**src/rtl/hack_cpu.sv**
```systemverilog
// Single-cycle Hack execution core: decode, ALU, A/D/PC registers and data-memory port.
// Optional macro HACK_CPU_HALT_EN adds a registered 'halted' output for the @N / 0;JMP idiom.

module hack_alu (
    input  logic [15:0] x,
    input  logic [15:0] y,
    input  logic        zx,
    input  logic        nx,
    input  logic        zy,
    input  logic        ny,
    input  logic        f,
    input  logic        no,
    output logic [15:0] out,
    output logic        zr,
    output logic        ng
);

    logic [15:0] x_zeroed;
    logic [15:0] x_final;
    logic [15:0] y_zeroed;
    logic [15:0] y_final;
    logic [15:0] f_result;

    // Classic Hack ALU: optional zero/negate on each operand, add or AND, optional negate of result.
    always_comb begin
        x_zeroed = zx ? 16'h0000 : x;
        x_final  = nx ? ~x_zeroed : x_zeroed;
        y_zeroed = zy ? 16'h0000 : y;
        y_final  = ny ? ~y_zeroed : y_zeroed;
        f_result = f ? (x_final + y_final) : (x_final & y_final);
        out      = no ? ~f_result : f_result;
        zr       = (out == 16'h0000);
        ng       = out[15];
    end

endmodule

module hack_cpu #(
    parameter logic [14:0] RESET_PC = 15'd0
) (
    input  logic        clk,
    input  logic        reset,
    input  logic [15:0] instruction,
    input  logic [15:0] inM,
    output logic [15:0] outM,
    output logic        writeM,
    output logic [14:0] addressM,
    output logic [14:0] pc
`ifdef HACK_CPU_HALT_EN
    ,
    output logic        halted
`endif
);

    logic [15:0] reg_a;
    logic [15:0] reg_d;
    logic [14:0] reg_pc;

    logic        is_c;
    logic        a_bit;
    logic [5:0]  comp;
    logic [2:0]  dest;
    logic [2:0]  jmp;
    logic        unused_bits;

    logic [15:0] y_operand;
    logic [15:0] alu_out;
    logic        alu_zr;
    logic        alu_ng;
    logic        jump_taken;
    logic [14:0] pc_next;
    logic        frozen;

    always_comb begin
        is_c        = instruction[15];
        a_bit       = instruction[12];
        comp        = instruction[11:6];
        dest        = instruction[5:3];
        jmp         = instruction[2:0];
        unused_bits = ^instruction[14:13];
    end

    assign y_operand = a_bit ? inM : reg_a;

    hack_alu u_alu (
        .x   (reg_d),
        .y   (y_operand),
        .zx  (comp[5]),
        .nx  (comp[4]),
        .zy  (comp[3]),
        .ny  (comp[2]),
        .f   (comp[1]),
        .no  (comp[0]),
        .out (alu_out),
        .zr  (alu_zr),
        .ng  (alu_ng)
    );

    // The jump target is always the pre-edge A, even when this instruction also writes A.
    always_comb begin
        jump_taken = is_c & ((jmp[2] & alu_ng) |
                             (jmp[1] & alu_zr) |
                             (jmp[0] & ~alu_ng & ~alu_zr));
        pc_next    = jump_taken ? reg_a[14:0] : (reg_pc + 15'd1);
    end

`ifdef HACK_CPU_HALT_EN
    logic halt_q;

    // Latches on a taken jump back onto itself; only reset releases it.
    always_ff @(posedge clk) begin
        if (reset) begin
            halt_q <= 1'b0;
        end else if (!halt_q && jump_taken && (reg_a[14:0] == reg_pc)) begin
            halt_q <= 1'b1;
        end
    end

    assign halted = halt_q;
    assign frozen = halt_q;
`else
    assign frozen = 1'b0;
`endif

    always_ff @(posedge clk) begin
        if (reset) begin
            reg_a  <= 16'h0000;
            reg_d  <= 16'h0000;
            reg_pc <= RESET_PC;
        end else if (!frozen) begin
            if (!is_c) begin
                reg_a <= instruction;
            end else if (dest[2]) begin
                reg_a <= alu_out;
            end
            if (is_c && dest[1]) begin
                reg_d <= alu_out;
            end
            reg_pc <= pc_next;
        end
    end

    assign outM     = alu_out;
    assign writeM   = is_c & dest[0] & ~reset & ~frozen;
    assign addressM = reg_a[14:0];
    assign pc       = reg_pc;

endmodule

```
**config.mk**
```make
export PLATFORM = sky130hd
export DESIGN_NAME = hack_cpu
export DESIGN_NICKNAME = d
export VERILOG_FILES = /design/src/rtl/hack_cpu.sv
export SDC_FILE = /design/constraint.sdc
export NUM_CORES = 1
export LEC_CHECK = 0
export BUFFER_PORTS_ARGS = -buffer_cell sky130_fd_sc_hd__buf_4
export CORE_UTILIZATION = 50
export CTS_CLUSTER_DIAMETER = 40
export CTS_CLUSTER_SIZE = 24
export DETAILED_ROUTE_END_ITERATION = 6
export PLACE_DENSITY = 0.7
export REMOVE_ABC_BUFFERS = 1
export SYNTH_ARGS = -nofsm -noshare
export SYNTH_HDL_FRONTEND = slang
export SYNTH_HIERARCHICAL = 1
export SYNTH_SLANG_ARGS = --single-unit
```
**constraint.sdc**
```tcl
create_clock -name clk -period 7.6 [get_ports clk]
set_input_delay 1.14 -clock clk [delete_from_list [all_inputs] [get_ports clk]]
set_output_delay 1.14 -clock clk [all_outputs]
set_load 0.005 [all_outputs]
```
==> impl_metrics.json <==
{
  "root_buffer": "clkbuf_8",
  "peakVddDrop_mv": 0.0878,
  "clock_sinks": 47,
  "setup_viol": 0,
  "regToRegSetupSlack_ns": 2.52,
  "htreeDepth": 2,
  "final_core_util_pct": 59.1,
  "critPathLaunch": "instruction[12]",
  "antenna_left": 0,
  "path_clk_slew_ns": 0.10,
  "p_per_area_mw_per_mm2": 204,
  "rows": 33,
  "fin_crit_ns": 5.87,
  "fin_nets": 625,
  "final_cell_mix": "buf_4 (80), xnor2_1 (58), nand2_1 (49)",
  "cts_tree": "done",
  "grt_max_degree": 49,
  "clk_latency_ns": 0.31,
  "min_to": "reg_d[5]$_SDFFE_PP0P_",
  "netlist_area_mm2": 0.00428,
  "ys_warn_count": 6,
  "hold_viol": 0,
  "cts_buffer_depth": 2,
  "cts_setup_buffers": 0,
  "initial_core_util_pct": 51.8,
  "die_x_um": 94.5,
  "max_cap_violations": 0,
  "die_h_um": 94.5,
  "worst_pin_slew_ns": 1.13,
  "fin_skew_ns": 0.0150,
  "cts_hold_buf": 0,
  "portBuffers": 80,
  "die_area_mm2": 0.00893,
  "post_cts_resized": 0,
  "num_vias": 3938,
  "mostFrequentLayoutCell": "buf_4",
  "fmax_mhz": 170,
  "synth_seq_cells": 47,
  "antenna_found_initial": 0,
  "hold_class": "flip-flop to flip-flop",
  "setup.worst_path.end_class": "flip-flop",
  "drt-initial-drc-count": 120,
  "r2r-start": "reg_a[1]$_SDFFE_PP0P_",
  "instances_no_fill": 679,
  "wl_per_cell_um": 16.4,
  "ys_seq_area_share_pct": 22.0,
  "place_congestion": 0.954,
  "drc": 0,
  "drive_above_1_share_pct": 21.8,
  "crit_fanout": 29,
  "place.detailed.hpwl_um": 8170,
  "avgSynthCellArea_um2": 7.97,
  "grt_pass1_wl_um": 17600,
  "final_max_slew_viol_count": 0,
  "cp.required_ns": 7.79,
  "min_path_cells": 2,
  "status": "finished clean",
  "critPathKind": "input pin to flip-flop",
  "place_inst": 671,
  "grt_pass1_vias": 3428,
  "r2r_end": "pc[1]$_SDFF_PP0_",
  "slew-limit-headroom_pct": 24.8,
  "placed_area_mm2": 0.00475,
  "finalCritPeriodShare_pct": 77.2,
  "ys.flop_type": "dfxtp_1",
  "syn2layout_area_growth_pct": 14.2,
  "gr-total-overflow": 0,
  "io-pin-count": 81,
  "hp-start": "reg_d[5]$_SDFFE_PP0P_",
  "via_per_inst": 5.80,
  "synth_edf_count": 0,
  "cp.arrival_ns": 6.06,
  "cp-start-kind": "input pin",
  "core_area_mm2": 0.00826,
  "pre_cts_ws_ns": 1.43,
  "netlist-cell-type-count": 70,
  "setup_tns_ns": 0,
  "synthArstFlopShare_pct": 0,
  "routed_wirelength_um": 11200,
  "numCtsBuffers": 5,
  "netlist_instances": 537,
  "worst_slack_ns": 1.73,
  "reg2regPathDepth": 15,
  "grt_usage_pct": 24.8,
  "fin_area_mm2": 0.00488,
  "antenna_cells": 0,
  "dr.pass1.iters": 5,
  "p_leak_nw": 1.94,
  "rsz0062_at_grt": "false"
}
-- worst max-delay path by stage --
stage | slack, ns | to
after floorplan | 1.87 | pc[1]$_SDFF_PP0_
after global placement | 1.51 | pc[1]$_SDFF_PP0_
after detailed placement | 1.43 | pc[1]$_SDFF_PP0_
after CTS | 1.76 | pc[1]$_SDFF_PP0_
after global routing | 1.37 | pc[7]$_SDFF_PP0_
final | 1.73 | pc[1]$_SDFF_PP0_
-- power by group --
part	internal [mW]	total (mW)	leakage, nW	switching [mW]
Combinational	0.217	0.471	1.48	0.253
Sequential	0.274	0.304	0.388	0.0298
Clock	0.132	0.221	0.0654	0.0898
-- sequential cells by signal (all words and copies together) (netlist names) --
signal and cells:
reg_a 16, reg_d 16, pc 15
-- cells in the mapped netlist, types with 5 or more instances --
master / instances / area share [%]
xnor2_1: 58 / 12
nand2_1: 49 / 4.3
dfxtp_1: 47 / 22
nor2_1: 47 / 4.1
nand2b_1: 35 / 5.1
a211oi_1: 30 / 5.3
a21oi_1: 24 / 2.8
clkbuf_1: 22 / 1.9
mux2i_1: 21 / 4.9
ha_1: 17 / 5.0
buf_4: 16 / 2.8
mux2_2: 16 / 4.2
nand3_1: 15 / 1.8
inv_1: 12 / 1.1
nor3_1: 10 / 1.2
buf_2: 9 / 1.1
and3_1: 6 / 0.88
nand4_1: 6 / 0.88
or3_1: 5 / 0.73
or4_1: 5 / 0.88
-- critical path: stages --
cell	delay (ns)
buf_4	0.22
mux2_2	0.36
nand2b_1	0.08
xnor2_1	0.19
ha_1	0.33
a211oi_2	0.28
o211ai_2	0.21
a2111oi_4	0.36
a2111oi_1	0.12
or4_4	0.62
or3_1	0.40
a2111oi_2	0.40
nor3b_1	0.11
o21ai_2	0.90
mux2i_1	0.27
nor2_1	0.05
-- per-layer routing --
layer  global-route usage (%)  vias to the layer above  share of wire, %
met3                     2.42                       12               3.8
met4                     5.05                        0               1.1
met1                     36.3                     1856                49
met5                        0                        -                 0
met2                     39.4                      112                46
li1                         -                     1958                 -
-- through the flow --
stage	total power, mW	hold WS [ns]
2_1_floorplan	0.599	0.431
3_3_place_gp	0.766	0.443
3_5_place_dp	0.773	0.451
4_1_cts	0.992	0.463
5_1_grt	1.06	0.478
6_report	0.997	0.458
-- area by class of cell --
cell class / instances / area, um^2
Fill cell: 776 / 3370
Multi-Input combinational cell: 425 / 3030
Sequential cell: 47 / 941
Timing Repair Buffer: 80 / 601
Tap cell: 105 / 131
Clock buffer: 6 / 72.6
Clock inverter: 2 / 60.1
Inverter: 14 / 52.6
-- cells by family (layout without fill, tap and decap cells) --
group / count (synthesis) / in the layout / share of synthesized area, %
buf+inv: 65 / 102 / 7.37
xor+xnor: 60 / 60 / 12.3
flops: 47 / 47 / 22.0
mux: 37 / 37 / 9.13
fa+ha+maj: 18 / 18 / 5.44
compound gates: 109 / 109 / 19.5
simple gates: 201 / 201 / 24.3
Power figures use the tool's default switching activity.
